`src/rtl/msx_ppi_slot_pkg.sv`:
```
// Shared definitions for the MSX PPI / primary-slot stage: PPI port offsets,
// the mode-word flag bit and the M1 wait-state encoding.
package msx_pkg;

    localparam logic [1:0] PPI_PORT_SLOT  = 2'd0;
    localparam logic [1:0] PPI_PORT_KB    = 2'd1;
    localparam logic [1:0] PPI_PORT_PORTC = 2'd2;
    localparam logic [1:0] PPI_PORT_CTRL  = 2'd3;

    // Control-port bit distinguishing a mode word from a port C bit set/reset.
    localparam int unsigned PPI_MODE_BIT = 7;

    typedef enum logic [1:0] {
        IDLE = 2'd0,
        WAIT = 2'd1,
        HOLD = 2'd2
    } wait_state_t;

endpackage

```
`src/rtl/msx_ppi_slot_if.sv`:
```
// CPU-side bus bundle between the T80 and the PPI/slot stage.
// master = CPU side, slave = PPI/slot stage.
interface msx_ppi_slot_if;

    logic [15:0] a;
    logic [7:0]  d_from_cpu;
    logic        iorq_n;
    logic        mreq_n;
    logic        rd_n;
    logic        wr_n;
    logic        m1_n;
    logic [7:0]  ppi_dout;
    logic        ppi_oe;
    logic        wait_n;

    modport master (
        output a, d_from_cpu, iorq_n, mreq_n, rd_n, wr_n, m1_n,
        input  ppi_dout, ppi_oe, wait_n
    );

    modport slave (
        input  a, d_from_cpu, iorq_n, mreq_n, rd_n, wr_n, m1_n,
        output ppi_dout, ppi_oe, wait_n
    );

endinterface

```
`src/rtl/msx_ppi_slot_m1_wait.sv`:
```
// MSX M1 wait-state generator: one T-state of WAIT per opcode fetch.
// Only compiled when MSX_M1_WAIT_EN is defined.
`ifdef MSX_M1_WAIT_EN
module msx_m1_wait
    import msx_pkg::*;
(
    input  logic clk,
    input  logic reset,
    input  logic ce_3m58_p,
    input  logic m1_n,
    input  logic mreq_n,
    output logic wait_n
);

    wait_state_t state_q, state_d;

    // State register; reset returns to IDLE.
    always_ff @(posedge clk) begin
        if (reset) state_q <= IDLE;
        else       state_q <= state_d;
    end

    // Next state and WAIT output; an M1 abort in WAIT drops straight to IDLE.
    always_comb begin
        state_d = state_q;
        wait_n  = (state_q != WAIT);
        unique case (state_q)
            IDLE: if (!m1_n && !mreq_n) state_d = WAIT;
            WAIT: begin
                if (m1_n)           state_d = IDLE;
                else if (ce_3m58_p) state_d = HOLD;
            end
            HOLD: if (m1_n) state_d = IDLE;
            default: state_d = IDLE;
        endcase
    end

endmodule
`endif

```
`src/rtl/msx_ppi_slot.sv`:
```
// MSX1 PPI (ports A8h-ABh) plus primary-slot resolution of the current page.
// Optional feature macro: MSX_M1_WAIT_EN (M1 wait-state insertion).
module msx_ppi_slot
    import msx_pkg::*;
#(
    parameter logic [7:0] PORT_BASE = 8'hA8,
    parameter logic [7:0] SLOT_RST  = 8'h00
) (
    input  logic           clk,
    input  logic           reset,
    input  logic           ce_3m58_p,
    msx_ppi_slot_if.slave  bus,
    input  logic [7:0]     kb_col,
    output logic [1:0]     prim_slot,
    output logic [3:0]     kb_row,
    output logic           cas_motor_n,
    output logic           cas_out,
    output logic           caps_led,
    output logic           click
);

    logic [7:0] slot_q, slot_d;
    logic [7:0] portc_q, portc_d;
    logic       wr_q;
    logic       io_sel;
    logic       commit;

    // INTA (M1 and IORQ both low) never selects the PPI.
    assign io_sel = !bus.iorq_n && bus.m1_n && (bus.a[7:2] == PORT_BASE[7:2]);
    // Falling edge of WR seen inside the select: one commit per access.
    assign commit = io_sel && !bus.wr_n && wr_q;

    // Register-write decode for the commit clock.
    always_comb begin
        slot_d  = slot_q;
        portc_d = portc_q;
        if (commit) begin
            unique case (bus.a[1:0])
                PPI_PORT_SLOT:  slot_d = bus.d_from_cpu;
                PPI_PORT_KB:    ;
                PPI_PORT_PORTC: portc_d = bus.d_from_cpu;
                PPI_PORT_CTRL: begin
                    if (bus.d_from_cpu[PPI_MODE_BIT]) begin
                        portc_d = '0;
                        slot_d  = '0;
                    end else begin
                        portc_d[bus.d_from_cpu[3:1]] = bus.d_from_cpu[0];
                    end
                end
                default: ;
            endcase
        end
    end

    // PPI state and WR edge history; reset beats a simultaneous commit.
    always_ff @(posedge clk) begin
        if (reset) begin
            slot_q  <= SLOT_RST;
            portc_q <= '0;
            wr_q    <= 1'b1;
        end else begin
            slot_q  <= slot_d;
            portc_q <= portc_d;
            wr_q    <= bus.wr_n;
        end
    end

    // Zero-latency read mux toward the CPU data bus.
    always_comb begin
        bus.ppi_oe   = io_sel && !bus.rd_n;
        bus.ppi_dout = '1;
        if (bus.ppi_oe) begin
            unique case (bus.a[1:0])
                PPI_PORT_SLOT:  bus.ppi_dout = slot_q;
                PPI_PORT_KB:    bus.ppi_dout = kb_col;
                PPI_PORT_PORTC: bus.ppi_dout = portc_q;
                default:        bus.ppi_dout = '1;
            endcase
        end
    end

    // Primary slot of the page addressed by a[15:14].
    always_comb begin
        unique case (bus.a[15:14])
            2'd0:    prim_slot = slot_q[1:0];
            2'd1:    prim_slot = slot_q[3:2];
            2'd2:    prim_slot = slot_q[5:4];
            default: prim_slot = slot_q[7:6];
        endcase
    end

    assign kb_row      = portc_q[3:0];
    assign cas_motor_n = portc_q[4];
    assign cas_out     = portc_q[5];
    assign caps_led    = ~portc_q[6];
    assign click       = portc_q[7];

    logic unused_addr;
    assign unused_addr = &{1'b0, bus.a[13:8]};

`ifdef MSX_M1_WAIT_EN
    msx_m1_wait u_m1_wait (
        .clk       (clk),
        .reset     (reset),
        .ce_3m58_p (ce_3m58_p),
        .m1_n      (bus.m1_n),
        .mreq_n    (bus.mreq_n),
        .wait_n    (bus.wait_n)
    );
`else
    assign bus.wait_n = 1'b1;

    logic unused_wait_inputs;
    assign unused_wait_inputs = &{1'b0, ce_3m58_p, bus.mreq_n};
`endif

endmodule
```
`src/flat_wrapper.sv`:
```
// flat-port wrapper written by rule: the top's interface ports become plain ports
module msx_ppi_slot_flat import msx_pkg::*;
#(
    parameter logic [7:0] PORT_BASE = 8'hA8,
    parameter logic [7:0] SLOT_RST  = 8'h00
)
  (clk, reset, ce_3m58_p, kb_col, prim_slot, kb_row, cas_motor_n, cas_out, caps_led, click, bus_a, bus_d_from_cpu, bus_iorq_n, bus_mreq_n, bus_rd_n, bus_wr_n, bus_m1_n, bus_ppi_dout, bus_ppi_oe, bus_wait_n);
  msx_ppi_slot_if bus_i ();
  input  logic clk;
  input  logic reset;
  input  logic ce_3m58_p;
  input  logic [7:0] kb_col;
  output logic [1:0] prim_slot;
  output logic [3:0] kb_row;
  output logic cas_motor_n;
  output logic cas_out;
  output logic caps_led;
  output logic click;
  input wire logic [$bits(bus_i.a)-1:0] bus_a;
  input wire logic [$bits(bus_i.d_from_cpu)-1:0] bus_d_from_cpu;
  input wire logic [$bits(bus_i.iorq_n)-1:0] bus_iorq_n;
  input wire logic [$bits(bus_i.mreq_n)-1:0] bus_mreq_n;
  input wire logic [$bits(bus_i.rd_n)-1:0] bus_rd_n;
  input wire logic [$bits(bus_i.wr_n)-1:0] bus_wr_n;
  input wire logic [$bits(bus_i.m1_n)-1:0] bus_m1_n;
  output wire logic [$bits(bus_i.ppi_dout)-1:0] bus_ppi_dout;
  output wire logic [$bits(bus_i.ppi_oe)-1:0] bus_ppi_oe;
  output wire logic [$bits(bus_i.wait_n)-1:0] bus_wait_n;
  assign bus_i.a = bus_a;
  assign bus_i.d_from_cpu = bus_d_from_cpu;
  assign bus_i.iorq_n = bus_iorq_n;
  assign bus_i.mreq_n = bus_mreq_n;
  assign bus_i.rd_n = bus_rd_n;
  assign bus_i.wr_n = bus_wr_n;
  assign bus_i.m1_n = bus_m1_n;
  assign bus_ppi_dout = bus_i.ppi_dout;
  assign bus_ppi_oe = bus_i.ppi_oe;
  assign bus_wait_n = bus_i.wait_n;
  msx_ppi_slot #(.PORT_BASE(PORT_BASE), .SLOT_RST(SLOT_RST)) u_core (.clk(clk), .reset(reset), .ce_3m58_p(ce_3m58_p), .bus(bus_i), .kb_col(kb_col), .prim_slot(prim_slot), .kb_row(kb_row), .cas_motor_n(cas_motor_n), .cas_out(cas_out), .caps_led(caps_led), .click(click));
endmodule
```
`config.mk`:
```
export PLATFORM = sky130hd
export DESIGN_NAME = msx_ppi_slot_flat
export DESIGN_NICKNAME = d
export VERILOG_FILES = /design/src/rtl/msx_ppi_slot_pkg.sv /design/src/rtl/msx_ppi_slot_if.sv /design/src/rtl/msx_ppi_slot_m1_wait.sv /design/src/rtl/msx_ppi_slot.sv /design/src/flat_wrapper.sv
export SDC_FILE = /design/constraint.sdc
export NUM_CORES = 1
export LEC_CHECK = 0
export BUFFER_PORTS_ARGS = -buffer_cell sky130_fd_sc_hd__buf_2
export CORE_UTILIZATION = 46
export CTS_CLUSTER_DIAMETER = 200
export CTS_CLUSTER_SIZE = 30
export DETAILED_ROUTE_END_ITERATION = 6
export PLACE_DENSITY = 0.76
export SLEW_MARGIN = 20
export SYNTH_ARGS = -nofsm -noshare
export SYNTH_HDL_FRONTEND = slang
export SYNTH_SLANG_ARGS = --single-unit
```
`constraint.sdc`:
```
create_clock -name clk -period 1.8 [get_ports clk]
set_input_delay 0 -clock clk [delete_from_list [all_inputs] [get_ports clk]]
set_output_delay 0 -clock clk [all_outputs]
set_load 0.1 [all_outputs]
```
# After elaboration in Yosys (flattened, before gate mapping)
# Cells that the tools add are included.
[word_totals]
wordCells = 38
output_inout_bits = 20
regBits = 17
in_bits = 40
[op_classes]
n_eq_ne = 7
mux = 10
bitwise_logic = 1
n_lt_le_gt_ge = 2
reduce_logical = 15
[op_table]
columns = ["operator", "count"]
rows = [
  ["8-bit case mux with 2 select lines", 2],
  ["8-bit two-way mux", 3],
  ["8-bit case mux with 3 select lines", 1],
  ["8-bit bitwise mux", 1],
  ["2-bit equality test, second input constant", 3],
  ["6-bit equality test, second input constant", 1],
  ["1-bit logical AND", 6],
  ["2-bit case mux with 3 select lines", 1],
  ["2-bit by 1-bit equality test with 1-bit output, second input constant", 2],
  ["2-bit zero test", 2],
  ["3-bit by 4-bit < comparator with 1-bit output, second input constant", 1],
  ["2-bit nonzero test", 2],
  ["1-bit demux with 3-bit select", 1],
  ["3-bit by 1-bit >= comparator with 1-bit output, second input constant", 1],
  ["1-bit zero test", 3],
  ["3-bit AND reduction", 1],
  ["2-bit inequality test, second input constant", 1],
  ["2-bit AND reduction", 1],
  ["1-bit two-way mux", 1],
  ["1-bit NOT", 1],
]

# Longest topological paths before layout
[logic_depth]
depth_word = 7
depth_mapped = 5
mapped_depth_nobuf = 4

# Worst setup path after synthesis
# Ideal clock, no wire load.
[synth_timing]
path_kind = "reg2out"
from = "register u_core.portc_q[4]"
to = "output port bus_ppi_dout[4]"
t_required_ns = 1.800
n_path_buf = 0
path_slack_ns = -0.138
arrival_ns = 1.938
path_stages_with_launch = 4
cell_sequence = "dfxtp_1 -> mux2_2 -> mux2i_1 -> nand2_1"
[synth_via]
elab_chain_len = 2
[synth_rtl]
columns = ["element", "line_no", "text"]
rows = [
  ["start: declaration", "msx_ppi_slot.sv:23", "logic [7:0] portc_q, portc_d;"],
  ["start signal: assignment", "msx_ppi_slot.sv:63", "portc_q <= portc_d;"],
  ["8-bit case mux with 3 select lines", "msx_ppi_slot.sv:73", "unique case (bus.a[1:0])"],
  ["8-bit two-way mux", "msx_ppi_slot.sv:72", "if (bus.ppi_oe) begin"],
  ["end: declaration", "flat_wrapper.sv:26", "output wire logic [$bits(bus_i.ppi_dout)-1:0] bus_ppi_dout;"],
]
# No other way between the ends.

# Worst setup path after layout
[layout_timing]
from = "input port bus_wr_n"
to = "register u_core.portc_q[5]"
[layout_via]
elab_chain_len = 4
[layout_rtl]
columns = ["element", "line_no", "text"]
rows = [
  ["start: declaration", "flat_wrapper.sv:24", "input wire logic [$bits(bus_i.wr_n)-1:0] bus_wr_n;"],
  ["1-bit zero test", "msx_ppi_slot.sv:31", "assign commit = io_sel && !bus.wr_n && wr_q;"],
  ["1-bit logical AND (2 in a row)", "msx_ppi_slot.sv:31", ""],
  ["2-bit AND reduction (no line)", "--", ""],
]
# No other way between the ends.
# A chain may end at the register's enable or synchronous reset.

==> results_dict.tcl <==
set metrics [dict create \
    drive_gt1_share_pct 37.1 \
    yosysTopAreaCellShare_pct 27.2 \
    pre_cts_ws_ns 0.309 \
    synth_edf_count 0 \
    ys_top_cells_by_area "dfxtp_1 (27%), a21oi_1 (8.0%), mux2i_1 (8.0%)" \
    wl_met3_um 197 \
    grt_max_degree 21 \
    whs_ns -0.00434 \
    synth_compound_area_share_pct 18.8 \
    routed_wl_um 3250 \
    cp-start-kind "primary input" \
    syn-cell-area_mm2 0.00125 \
    drt_iter0_markers 18 \
    grt.overflow.total 0 \
    clockRootBuffer "clkbuf_4" \
    p_per_area_mw_per_mm2 484 \
    violations "hold timing" \
    cts_buffers 3 \
    final_nets 238 \
    r2r_start "u_core.wr_q$_SDFF_PP1_" \
    grt_pass1_vias 1152 \
    grt_first_pass_wirelength_um 5100 \
    place_congestion 0.804 \
    power.leakage_uw 0.000623 \
    clock_skew_ns 0.00108 \
    timing.final.crit_share_pct 86.9 \
    setup_tns_ns 0 \
    synth_area_leader_cell "dfxtp_1" \
    synthXorXnorAreaFrac_pct 0 \
    finalMaxSlewViolations 0 \
    synth_top_family_by_area "simple AND/OR/NAND/NOR gates" \
    r2r_slack_ns 0.27 \
    htreeDepth 1 \
    synth_fa_ha_area_share_pct 0 \
    max-vdd-ir-drop_mv 0.473 \
    setup_viol 0 \
    cts_setup_buffers 0 \
    synth_most_common_cell "nand2_1" \
    vias_per_cell 5.80 \
    holdPathStages 3 \
    clk_path_buf_depth 2 \
    hp-start "bus_d_from_cpu[6]" \
    top_layer_used "met4" \
    clkSlewWorstSetupHoldPaths_ns 0.10 \
    cp.arrival_ns 1.79 \
    wl_per_cell_um 14.3 \
    die_area_mm2 0.00294 \
    vias 1317 \
    ys_ff_latch 17 \
    avgSynthCellArea_um2 8.13 \
    wl_met1_um 1400 \
    end_kind "flip-flop" \
    insertion_delay_ns 0.30 \
    antenna_found_initial 0 \
    cts_tree "yes" \
    path_max_fanout 14 \
    crit_required_ns 2.03 \
    synth_common_cells "nand2_1 (21), a21oi_1 (20), dfxtp_1 (17)" \
    synthArstFlopShare_pct 0 \
    status "finished with violations" \
    drc 0 \
    synth_flop_cell "dfxtp_1" \
    seq_area_frac_synth_pct 27.2 \
    io_pins 60 \
    synth-simple-area-share_pct 27.9 \
    initial_utilization_pct 49.7 \
    syn_nets 194 \
    yosys.cell_types.count 35 \
    core_area_mm2 0.00252 \
    hpwl_um 2360 \
    postRouteAntennaNets 0 \
    fmax_mhz 639 \
    max-cap-violations 0 \
    rsz0062_at_grt "false" \
    min_to "u_core.slot_q[6]$_SDFFE_PP0P_" \
    min_period_ns 1.56 \
    setup_ws_ns 0.236 \
    die_h_um 54.2 \
    wl_met2_um 1620 \
    area_delta_synth_final_pct 21.0 \
    grt.total_usage_pct 24.0 \
    portBuffers 50 \
    syn_inst 154 \
    min_path_type "primary input to flip-flop" \
    r2r-end "u_core.portc_q[5]$_SDFFE_PP0P_" \
    diodes 0 \
    p_total_uw 733 \
    hold_violations 1 \
    synth.mux.area_fraction_pct 17.9 \
    r2r_cells 4 \
    row_count 18 \
    firstDrtPassIters 4 \
    die_x_um 54.2 \
    cts_sinks 17 \
    path_class "primary input to flip-flop" \
    synth_warnings 0 \
]
==> worst max path at each step <==
stage / end / start / slack, ns
after detailed placement: u_core.portc_q[6]$_SDFFE_PP0P_ / u_core.wr_q$_SDFF_PP1_ / 0.31
after global routing: u_core.portc_q[5]$_SDFFE_PP0P_ / bus_wr_n / 0.13
after CTS: u_core.portc_q[5]$_SDFFE_PP0P_ / bus_wr_n / 0.24
final: u_core.portc_q[5]$_SDFFE_PP0P_ / bus_wr_n / 0.24
after floorplan: bus_ppi_dout[6] / u_core.portc_q[6]$_SDFFE_PP0P_ / 0.08
after global placement: u_core.portc_q[5]$_SDFFE_PP0P_ / u_core.wr_q$_SDFF_PP1_ / 0.35
==> cell usage in the layout, fill, tap and decap left out, types with 3 or more instances in the layout <==
master and instances:
buf_2 50, nand2_1 21, a21oi_1 20, dfxtp_1 14, mux2i_1 10, o21ai_0 9
nand3_1 9, mux2_2 7, nor2_1 6, nor2b_1 5, or3_1 4, clkbuf_4 3
dlygate4sd3_1 3, dfxtp_2 3
==> layer usage <==
metal  vias up  global-route usage [%]
met3         5                    2.26
met2        50                    43.7
li1        645                       -
met4         0                    6.84
met5         -                       0
met1       617                    29.3
==> flip-flops by register name (all words and copies together), names as in the netlist <==
name	flops
u_core.wr_q	1
u_core.portc_q	8
u_core.slot_q	8
==> cell families (layout without fill, tap and decap cells) <==
kind of cell    count (synthesis)  after routing
compound gates                 39             39
other cells                     1              1
flops                          17             17
simple gates                   61             61
mux                            19             19
buf+inv                        17             60
==> metrics by stage <==
step | instance area [µm²] | util (%) | instances | hold WS [ns]
after floorplan | 1260 | - | 154 | 0.107
after global placement | 1460 | 57.8 | 220 | 0.215
after detailed placement | 1460 | 57.8 | 220 | 0.210
after CTS | 1520 | 60.1 | 227 | 0.00420
after global routing | 1520 | 60.1 | 227 | 0.0221
final | 1520 | 60.1 | 227 | -0.00434
==> where the power goes <==
part,internal (µW),switching [µW]
Combinational,57.2,85.3
Sequential,377,0.358
Clock,86.5,126
Total,521,212
==> cell type report <==
class,count,area (µm²)
sequential,17,344
fill,249,1010
tap,30,37.5
timing repair buffer,54,288
multi-input combinational,120,812
clock buffer,4,26.3
inverter,2,7.51
==> timing repair <==
item | in CTS | in global routing
hold endpoints to repair | 3 | 0
hold buffers | 3 | 0
gates resized for setup | 0 | 0
==> critical path, stage by stage <==
cell	delay [ns]
dlygate4sd3_1	0.54
buf_2	0.13
nor2b_1	0.30
nand4_4	0.25
or3_1	0.42
a21oi_1	0.15
(Power assumes the default switching activity.)
